`src/rtl/lc3_pkg.sv`:
```
// Shared types and widths for the LC-3 memory access controller.
package lc3_pkg;

   localparam int LC3_ADDR_W = 16;
   localparam int LC3_DATA_W = 16;
   localparam int CNT_W      = 4;

   typedef enum logic [1:0] {
      IDLE,
      ACCESS,
      WAIT,
      DONE
   } mem_state_t;

endpackage

```
`src/rtl/lc3_wait_cnt.sv`:
```
// Loadable 4-bit down-counter that paces the RAM wait states.
module lc3_wait_cnt
   import lc3_pkg::*;
(
   input  logic             clk,
   input  logic             rst,
   input  logic             load,
   input  logic             dec,
   input  logic [CNT_W-1:0] load_val,
   output logic             zero
);

   logic [CNT_W-1:0] cnt;

   // NOTE: sequential state uses non-blocking assignments so every register samples pre-edge values.
   always_ff @(posedge clk or negedge rst) begin
      if (!rst) begin
         cnt <= '0;
      end else if (load) begin
         cnt <= load_val;
      end else if (dec && cnt != '0) begin
         cnt <= cnt - 1'b1;
      end
   end

   assign zero = (cnt == '0);

endmodule

```
`src/rtl/lc3_mem_ctrl.sv`:
```
// Request/response front end to the synchronous LC-3 RAM: fetch and LD/ST accesses,
// programmable wait states and out-of-range detection.
module lc3_mem_ctrl
   import lc3_pkg::*;
#(
   parameter int ADDR_W      = LC3_ADDR_W,
   parameter int DATA_W      = LC3_DATA_W,
   parameter int MEM_WORDS   = 65536,
   parameter int WAIT_STATES = 0
) (
   input  logic              clk,
   input  logic              rst,
   input  logic              req_valid,
   input  logic              req_we,
   input  logic [ADDR_W-1:0] req_addr,
   input  logic [DATA_W-1:0] req_wdata,
   output logic              req_ready,
   output logic              rsp_valid,
   output logic [DATA_W-1:0] rsp_rdata,
   output logic              rsp_err,
   output logic              mem_en,
   output logic              mem_we,
   output logic [ADDR_W-1:0] mem_addr,
   output logic [DATA_W-1:0] mem_wdata,
   input  logic [DATA_W-1:0] mem_rdata,
   output logic              busy
);

   // One extra bit so MEM_WORDS == 2**ADDR_W is representable and never flags.
   localparam logic [ADDR_W:0]    ADDR_LIMIT = (ADDR_W + 1)'(MEM_WORDS);
   localparam logic [CNT_W-1:0]   WAIT_LOAD  = CNT_W'((WAIT_STATES > 0) ? WAIT_STATES - 1 : 0);

   mem_state_t        state, state_nx;
   logic [ADDR_W-1:0] addr_q;
   logic [DATA_W-1:0] wdata_q, rdata_q, rdata_nx;
   logic              we_q, err_q;
   logic              accept, in_range, cnt_load, cnt_dec, cnt_zero;

   assign in_range = ({1'b0, req_addr} < ADDR_LIMIT);

   lc3_wait_cnt u_wait_cnt (
      .clk      (clk),
      .rst      (rst),
      .load     (cnt_load),
      .dec      (cnt_dec),
      .load_val (WAIT_LOAD),
      .zero     (cnt_zero)
   );

   // NOTE: every output of this block gets a default first, so no path can infer a latch.
   always_comb begin
      state_nx  = state;
      req_ready = 1'b0;
      rsp_valid = 1'b0;
      rsp_err   = 1'b0;
      mem_en    = 1'b0;
      mem_we    = 1'b0;
      cnt_load  = 1'b0;
      cnt_dec   = 1'b0;
      rdata_nx  = rdata_q;
      mem_addr  = addr_q;
      mem_wdata = wdata_q;
      busy      = (state != IDLE);
      case (state)
         IDLE: begin
            req_ready = rst;
         end
         ACCESS: begin
            mem_en   = 1'b1;
            mem_we   = we_q;
            cnt_load = (WAIT_STATES != 0);
            state_nx = (WAIT_STATES == 0) ? DONE : WAIT;
         end
         WAIT: begin
            cnt_dec = !cnt_zero;
            if (cnt_zero) state_nx = DONE;
         end
         DONE: begin
            req_ready = rst;
            rsp_valid = 1'b1;
            rsp_err   = err_q;
            if (!we_q) rdata_nx = err_q ? '0 : mem_rdata;
            state_nx  = IDLE;
         end
         default: state_nx = IDLE;
      endcase
      // Ready is only raised in IDLE/DONE, so a handshake always restarts the access.
      accept = req_valid && req_ready;
      if (accept) state_nx = in_range ? ACCESS : DONE;
      rsp_rdata = rdata_nx;
   end

   always_ff @(posedge clk or negedge rst) begin
      if (!rst) begin
         state   <= IDLE;
         addr_q  <= '0;
         wdata_q <= '0;
         we_q    <= 1'b0;
         err_q   <= 1'b0;
         rdata_q <= '0;
      end else begin
         state   <= state_nx;
         rdata_q <= rdata_nx;
         if (accept) begin
            addr_q  <= req_addr;
            wdata_q <= req_wdata;
            we_q    <= req_we;
            err_q   <= !in_range;
         end
      end
   end

endmodule
```
`config.mk`:
```
export PLATFORM = sky130hd
export DESIGN_NAME = lc3_mem_ctrl
export DESIGN_NICKNAME = d
export VERILOG_FILES = /design/src/rtl/lc3_pkg.sv /design/src/rtl/lc3_wait_cnt.sv /design/src/rtl/lc3_mem_ctrl.sv
export SDC_FILE = /design/constraint.sdc
export NUM_CORES = 1
export LEC_CHECK = 0
export CAP_MARGIN = 5
export CORE_UTILIZATION = 55
export DETAILED_ROUTE_END_ITERATION = 8
export DONT_BUFFER_PORTS = 1
export PLACE_DENSITY = 0.69
export SYNTH_ARGS = -nofsm -noshare
export SYNTH_HDL_FRONTEND = slang
export SYNTH_SLANG_ARGS = --single-unit
```
`constraint.sdc`:
```
create_clock -name clk -period 2.05 [get_ports clk]
set_input_delay 0.615 -clock clk [delete_from_list [all_inputs] [get_ports clk]]
set_output_delay 0.615 -clock clk [all_outputs]
set_load 0.05 [all_outputs]
```
* Yosys cells after proc, flatten, opt, wreduce, memory -nomap -nowiden
Index checks and enable logic that the tools add are counted.
** Word-level totals
- Flip-flop bits (word level) :: 55
- Input bits :: 52
- Output and inout port bits :: 54
- Logic and storage cells :: 31
** Cells by class
- Add/sub/neg operators :: 1
- Equal/unequal tests :: 4
- Multiplexer cells :: 10
- Reductions and logical operators :: 10
** Operator list (number)
- 16-bit 2-to-1 mux :: 2
- 4-bit nonzero test :: 2
- 2-bit case mux with 3 select lines :: 1
- 1-bit 2-to-1 mux :: 5
- 2-bit equality test, second input constant :: 2
- 4-bit zero test :: 1
- 2-bit 2-to-1 mux :: 2
- 4-bit by 1-bit subtractor with 4-bit output, second input constant :: 1
- 3-bit != test, second input constant :: 1
- 2-bit by 1-bit equality test with 1-bit output, second input constant :: 1
- 1-bit logical AND :: 2
- 2-bit zero test :: 1
- 2-bit AND reduction :: 1
- 2-bit nonzero test :: 1
- 2-bit OR reduction :: 1
- 1-bit zero test :: 1

* Logic depth before layout (Yosys ltp)
- Depth after elaboration :: 6
- Depth in mapped cells :: 7
- Mapped depth without buffers :: 5

* By module
A second synthesis with hierarchy kept.
** Unflattened totals
- Cell total of the unflattened synthesis :: 152
- Area, all modules :: 2406.1 um2
** By module, submodules not included
- lc3_mem_ctrl :: instances 1, cells each 125, area an instance 2135.8 um2, sequential area each 1276.2 um2
- lc3_wait_cnt :: instances 1, cells each 27, area an instance 270.3 um2, sequential area each 100.1 um2

* Worst setup path before layout
OpenSTA, ideal clock, no wires.
- Path kind :: reg-to-output
- From :: register state[0]
- To :: output rsp_rdata[10]
- Arrival time :: 1665 ps
- Required time :: 1435 ps
- Setup slack :: -230 ps
- Stages on the path, launching flop included :: 6
- Path buffers :: 2
- Path through :: dfrtp_1 -> ha_1 -> nand2b_1 -> buf_6 -> buf_12 -> mux2_4
** On the way
- Longest elaborated chain between the ends :: 2
** Ends and longest elaborated chain
- start, declared :: RTL line lc3_mem_ctrl.sv:33 : mem_state_t state, state_nx;
- start signal, assigned :: RTL line lc3_mem_ctrl.sv:102 : state <= state_nx;
- 2-bit equality test :: RTL line lc3_mem_ctrl.sv:64 : case (state)
- 16-bit 2-to-1 mux :: RTL line lc3_mem_ctrl.sv:64
- end, declared :: RTL line lc3_mem_ctrl.sv:19 : output logic [DATA_W-1:0] rsp_rdata,
Every way passes these cells.

* Final worst setup path
Same ends and word-level chain as after synthesis.

==> metrics.md <==
| Metric | Value |
|---|---|
| Outcome | `finished with violations` |
| Failing checks | `negative setup slack` |
| Clock Latency Late Sink | `around 0.29 ns` |
| Setup Slack @ Placement | `0.08900 ns` |
| H-tree Lvls | `2` |
| Starting density of the core | `a little under three fifths` |
| Residual DRC | `0` |
| Number of nets in the layout | `279` |
| Synth area leader | `dfrtp_1` |
| Critical path class | `reg2out` |
| Die width | `66.31 um` |
| Gate Count Post-Synth | `213` |
| I/O pins | `106` |
| Crit Reg-Reg Endpoint | `mem_wdata[10]$_DFFE_PN0P_` |
| Area growth, synth to finish | `12.16%` |
| Ant. Diodes | `0` |
| Fmax | `462.1 MHz` |
| CTS buffer count | `5` |
| Synthesis Warnings | `0` |
| Initial antenna violation count | `0` |
| Post-synth top area share | `60.51%` |
| Clock tree buffer depth | `2` |
| DRT antenna net count | `0` |
| Final Hold Vio Count | `0` |
| Rows | `23` |
| Final Critical Period | `roughly 2.2 ns` |
| Die H | `roughly 66 um` |
| Reg2reg setup slack | `0.44 ns` |
| Drt first pass iters | `4` |
| CTS tree | `done` |
| Max Cap Viol | `0` |
| Syn_area_per_cell | `approximately 11 sq um` |
| Register-to-Register Path Depth | `7` |
| RR Startpoint | `state[0]$_DFFE_PN0P_` |
| Total track usage | `between 20 and 25%` |
| Yosys cell types | `25` |
| CTS root buffer | `clkbuf_8` |
| Die Area | `4397 sq um` |
| Largest net degree at the start of global routing | `56` |
| Vias in the first global route | `about 1500` |
| Layout cells sized above 1 | `19.82%` |
| Top_reg_cell synth | `dfrtp_1` |
| Sequential share of the synthesized area | `60.51%` |
| First-pass GRT wire length | `6486 um` |
| Clock transition at path regs | `0.09 ns` |
| Clock Skew | `0.002841 ns` |
| Synth Net Count | `270` |
| Routability Congestion | `approximately 0.75` |
| Final WL | `4250 um` |
| #FFs+latches synth | `55` |
| Vias/cell | `5.287` |
| Via count | `1438` |
| RSZ-0062 raised after global routing | `yes` |
| Setup TNS | `-1.737 ns` |
| Final worst path period share | `105.6%` |
| Wire length per cell | `roughly 16 um` |
| Max Fanout on Critical Path | `8` |
| CP Capture Type | `output pin` |
| Hpwl dp | `2949 um` |
| Buffers on Ports | `0` |
| Critical path required time | `between 1 and 1.5 ns` |
| Synth area leaders | `dfrtp_1 (61%), nand2_1 (17%), mux2_4 (6.6%)` |
| Drt first-iter violations | `59` |
| EDFF count, synth | `0` |
| Asr flop ratio synth | `100.0%` |
| Setup slack after layout | `-0.1142 ns` |
| Syn Std Cell Area | `2275 sq um` |
| Slew Limit Fails | `0` |
| Setup Viol. Count Final | `16` |
| Crit path DAT | `1.55 ns` |
| Class of the worst hold path | `in2async` |
| Global route total overflow | `0` |
| Placeable Area | `3971 sq um` |
| CTS sink cnt | `55` |
| Worst Setup Start Kind | `flop` |
| Fill count | `333` |
worst max-delay path, stage by stage, from the launching register on:
cell	delay, ns
dfrtp_1	0.40
ha_2	0.21
nand2b_4	0.11
buf_12	0.14
mux2_4	0.39
what timing repair did:
item | 4_1_cts | 5_1_grt
pin swaps | 1 | 1
gates resized for setup | 12 | 3
endpoints found under the setup margin | 17 | 18
setup buffers | 2 | 1
endpoints found under the hold margin | 55 | 0
hold buffers | 1 | 0
gates cloned | 1 | 0
metrics by stage:
| stage | instance area, sq um | util [%] | instances | hold slack (ns) |
|---|---|---|---|---|
| floorplan | 2280 | - | 213 | 0.3194 |
| global placement | 2333 | 58.76 | 260 | 0.3204 |
| detailed placement | 2333 | 58.76 | 260 | 0.3205 |
| CTS | 2537 | 63.89 | 271 | 0.1735 |
| global route | 2551 | 64.24 | 272 | 0.1724 |
| finish | 2551 | 64.24 | 272 | 0.1682 |
sequential cells by signal, summed over array words and instances, names as in the netlist:
signal	flops
mem_addr	16
mem_wdata	16
rdata_q	16
state	2
u_wait_cnt.cnt	4
we_q	1
cells in the final DEF, fill, tap and decap left out, types with 2 or more instances in the layout:
cell,synthesis,final
inv_1,6,4
mux2_4,10,16
buf_4,1,8
dfrtp_1,55,55
nand2_1,101,101
clkbuf_8,0,6
buf_16,0,2
ha_1,5,3
nand2b_1,3,2
inv_4,0,2
o21ai_0,3,3
cells in the mapped netlist, drive strengths merged (3+ instances only):
cell type  instances
nand2            101
dfrtp             55
mux2              17
buf               10
inv                6
ha                 5
nand2b             3
o21ai              3
area by class of cell:
cell class	count	area [sq um]	area share, %
Multi-Input combinational cell	142	850.8	33.35
Sequential cell	55	1376	53.95
Inverter	6	27.53	1.079
Timing Repair Buffer	12	146.4	5.738
Clock inverter	1	5.005	0.1962
Clock buffer	6	82.58	3.237
Tap cell	50	62.56	2.452
layer usage:
layer,share of wire [%],track usage [%],vias to the layer above,wire [um]
met5,0,0,-,0
met4,0.78,8.511,0,33
met3,9.2,7.414,4,391
met2,51,36.61,67,2159
met1,39,20.54,687,1665
li1,-,-,680,-
cell families after synthesis:
| kind of cell | Yosys count | synth area share, % |
|---|---|---|
| fa+ha+maj | 5 | 2.750 |
| compound gates | 7 | 2.145 |
| other cells | 1 | 0.1649 |
| mux | 17 | 10.07 |
| flops | 55 | 60.51 |
| buf+inv | 16 | 4.235 |
| simple gates | 111 | 19.75 |
| xor+xnor | 1 | 0.3851 |
worst max-delay path by stage:
stage                         startpoint            end  slack [ns]  cells past startpoint
global route        state[0]$_DFFE_PN0P_  rsp_rdata[10]       -0.16                      4
finish              state[0]$_DFFE_PN0P_  rsp_rdata[10]       -0.11                      4
CTS                 state[1]$_DFFE_PN0P_  rsp_rdata[10]       -0.12                      4
detailed placement  state[0]$_DFFE_PN0P_  rsp_rdata[15]        0.09                      4
global placement    state[0]$_DFFE_PN0P_  rsp_rdata[15]        0.11                      4
floorplan           state[0]$_DFFE_PN0P_  rsp_rdata[10]       -0.06                      5
Power is not shown: default switching activity piles up to over one toggle a cycle in this logic, so the estimate is an artifact.
==> RTL change 1, RTL diff (same flow settings) <==
The 4 states of `mem_state_t` get a one-hot encoding in 4 bits.
--- a/src/rtl/lc3_pkg.sv
+++ b/src/rtl/lc3_pkg.sv
@@ -5,11 +5,11 @@
    localparam int LC3_DATA_W = 16;
    localparam int CNT_W      = 4;
 
-   typedef enum logic [1:0] {
-      IDLE,
-      ACCESS,
-      WAIT,
-      DONE
+   typedef enum logic [3:0] {
+      IDLE   = 4'b0001,
+      ACCESS = 4'b0010,
+      WAIT   = 4'b0100,
+      DONE   = 4'b1000
    } mem_state_t;
 
 endpackage
Behaviour: no difference found for any inputs over 10 cycles, from zero or initial values and one cycle with rst low; not proved beyond that.
==> RTL change 1 against the unedited design <==
The run still ends with setup timing left. Worst setup slack worse by 0.20 ns. First-iteration DRC count is 54% lower. Critical path type unchanged. Core utilization is 4.8 points higher. Cell area is 7.6% lower. Non-clock buffer count is 1 higher. Sequential cell count is 3 lower. Die area is 11% lower. Wire length is 20% lower. Area after synthesis is 12% lower. Critical path depth is 1 higher.
==> RTL change 1: results <==
{
  "worstReg2RegStart": "state[0]$_DFFE_PN1P_",
  "violations": "setup timing",
  "grt_pass1_vias": 1102,
  "crit_slowest_cell": "dfrtp_2",
  "met1_length_um": 1270,
  "post_cts_buffers": 1,
  "cts_resized": 11,
  "setup_violations": 19,
  "finalNetCount": 186,
  "placed_area_um2": 2170,
  "r2r_cells": 6,
  "clkTransAtPathRegs_ns": 0.13,
  "dpl_worst_slack_ns": -0.0247,
  "drive_above_1_share_pct": 57.0,
  "wl_met3_um": 364,
  "clkLatencyLatePin_ns": 0.35,
  "ys_top_cells_by_area": "dfrtp_1, mux2_2, buf_6, dfstp_2, mux2_1",
  "grt_pass1_wl_um": 5350,
  "crit_family": "simple AND/OR/NAND/NOR gates",
  "regToRegEndpoint": "mem_wdata[6]$_DFFE_PN0P_",
  "hold_slack_ns": 0.0891,
  "wl_met2_um": 1730,
  "ys_seq_area_share_pct": 64.9,
  "outcome": "complete, but fails checks",
  "syn-num-nets": 172,
  "fin_setup_tns_ns": -5.67,
  "yosys-top-cells-count": "dfrtp_1, mux2_2, buf_6",
  "crit_path_start": "state[1]$_DFFE_PN0P_",
  "clock-root-buffer": "clkbuf_4",
  "wl_per_cell_um": 18.7,
  "synthMuxAreaShare_pct": 27.5,
  "fin_ws_ns": -0.318,
  "synth-xor-area-share_pct": 0.437,
  "synthAdderAreaFrac_pct": 0,
  "grt_max_degree": 52,
  "route.vias.total": 1017,
  "grt_use_met2_pct": 30.8,
  "synthCells": 120,
  "grt_use_met1_pct": 21.5,
  "r2r_slack_ns": 0.21,
  "place_congestion": 0.714,
  "hpwl_um": 2360,
  "final_cell_count_no_fill": 181,
  "synth_cell_type_count": 18,
  "use_met3_pct": 9.12,
  "critPathMaxStageDelay_ns": 0.44
}
==> RTL change 1: cell count changes in the layout (fill, tap and decap cells not counted), moves of 3 or more <==
cell | unedited run | this run
mux2_2 | 1 | 31
buf_4 | 8 | 5
ha_1 | 3 | 0
o21ai_0 | 3 | 0
nand2_1 | 101 | 1
clkbuf_8 | 6 | 0
inv_1 | 4 | 0
dfrtp_1 | 55 | 50
clkbuf_4 | 0 | 5
==> RTL change 1: logic make-up (layout without fill, tap and decap cells) <==
family        Yosys count  after routing
flops                  52             52
mux                    49             49
buf+inv                 6             21
xor+xnor                1              1
other cells             1              1
simple gates           11             11
==> RTL change 1: layout make-up <==
cell class / count / area, um2
Clock buffer: 5 / 37.5
Clock inverter: 3 / 42.5
Fill cell: 241 / 1060
Multi-Input combinational cell: 62 / 742
Sequential cell: 52 / 1300
Tap cell: 46 / 57.6
Timing Repair Buffer: 13 / 174
==> RTL change 2, RTL diff (same settings) <==
Made on the original files. `LC3_ADDR_W`: 16 -> 17.
--- a/src/rtl/lc3_pkg.sv
+++ b/src/rtl/lc3_pkg.sv
@@ -1,7 +1,7 @@
 // Shared types and widths for the LC-3 memory access controller.
 package lc3_pkg;
 
-   localparam int LC3_ADDR_W = 16;
+   localparam int LC3_ADDR_W = 17;
    localparam int LC3_DATA_W = 16;
    localparam int CNT_W      = 4;
 
Ports: changed (resized mem_addr and req_addr); port bits go from 106 to 108. No check against the original RTL was run, so the function may have changed too.
==> RTL change 2 against the unedited design <==
The flow still finishes with violations (setup timing). Cell count decreased by 7.4%. Cell area rose by 19%. Die area up 5.6%. Core utilization is 10 points higher. Via count up 0.35%. Sequential cell count is 1 higher. Wire length is 18% higher. Area after synthesis rose by 5.8%. Clock skew up 0.0040 ns. Count of clock-buffer cells in the layout down 1. Worst setup slack lost 0.033 ns.
Power is left out: the tool's default activity adds up to more than one toggle a clock period on the data nets, which glitch-free logic cannot reach.
==> RTL change 2: results <==
{
  "wl_per_cell_um": 19.9,
  "outcome": "complete, but fails checks",
  "crit_path_start": "state[1]$_DFFE_PN0P_",
  "dpl_worst_slack_ns": 0.126,
  "fin_setup_tns_ns": -2.20,
  "clkLatencyLatePin_ns": 0.31,
  "grt_pass1_vias": 1477,
  "path_max_fanout": 14,
  "syn_to_final_growth_pct": 26.4,
  "route.vias.total": 1443,
  "synth-compound-area-share_pct": 4.99,
  "ys_ff_latch": 56,
  "fin_ws_ns": -0.147,
  "placed_area_um2": 2750,
  "synthAdderAreaFrac_pct": 2.60,
  "multi_input_gates": 111,
  "buf_share_pct": 10.2,
  "synth_cell_type_count": 27,
  "fin_skew_ns": 0.00682,
  "setup_violations": 18,
  "regArea_um2": 1400,
  "hpwl_um": 3320,
  "grt.total_usage_pct": 22.0,
  "finalNetCount": 261,
  "yosys-top-cells-count": "dfrtp_1, nand2_1, mux2_4, o21ai_0, mux2_2",
  "place_congestion": 0.648,
  "ys_top_cells_by_area": "dfrtp_1, mux2_4, nand2_1, o21ai_0, mux2_2",
  "regToRegEndpoint": "mem_wdata[11]$_DFFE_PN0P_",
  "worstPathArrival_ns": 1.58,
  "violations": "setup timing",
  "synth-xor-area-share_pct": 0.364,
  "post_cts_buffers": 6,
  "viasPerCell": 5.73,
  "critPathMaxStageDelay_ns": 0.44,
  "dieArea_um2": 4640,
  "grt_pass1_wl_um": 7150,
  "clkCellAreaFrac_pct": 3.25,
  "fillers": 280
}
## RTL change 2: changes by cell type after synthesis, moves of 2 or more
cell | unedited run | this run
nand2_1 | 101 | 36
mux2_4 | 10 | 26
o21ai_0 | 3 | 18
buf_2 | 7 | 0
clkbuf_1 | 0 | 4
and2_1 | 0 | 2
and2b_1 | 0 | 2
nand2b_1 | 3 | 1
nor3_1 | 1 | 3
## RTL change 2: metal layers
| metal | wire length (um) | global-route usage (%) | vias up |
|---|---|---|---|
| met2 | 2600 | 37.9 | 62 |
| met5 | 0 | 0 | - |
| met1 | 1970 | 24.9 | 727 |
| li1 | - | - | 646 |
| met4 | 64 | 7.81 | 0 |
| met3 | 374 | 8.17 | 8 |
## RTL change 2: cell families after synthesis
| family | count (synthesis) |
|---|---|
| adders and majority gates | 5 |
| AOI/OAI and AO/OA | 22 |
| and+or+nand+nor | 49 |
| buffers and inverters | 15 |
| DFF | 56 |
| xor gates and xnor gates | 1 |
| muxes | 34 |
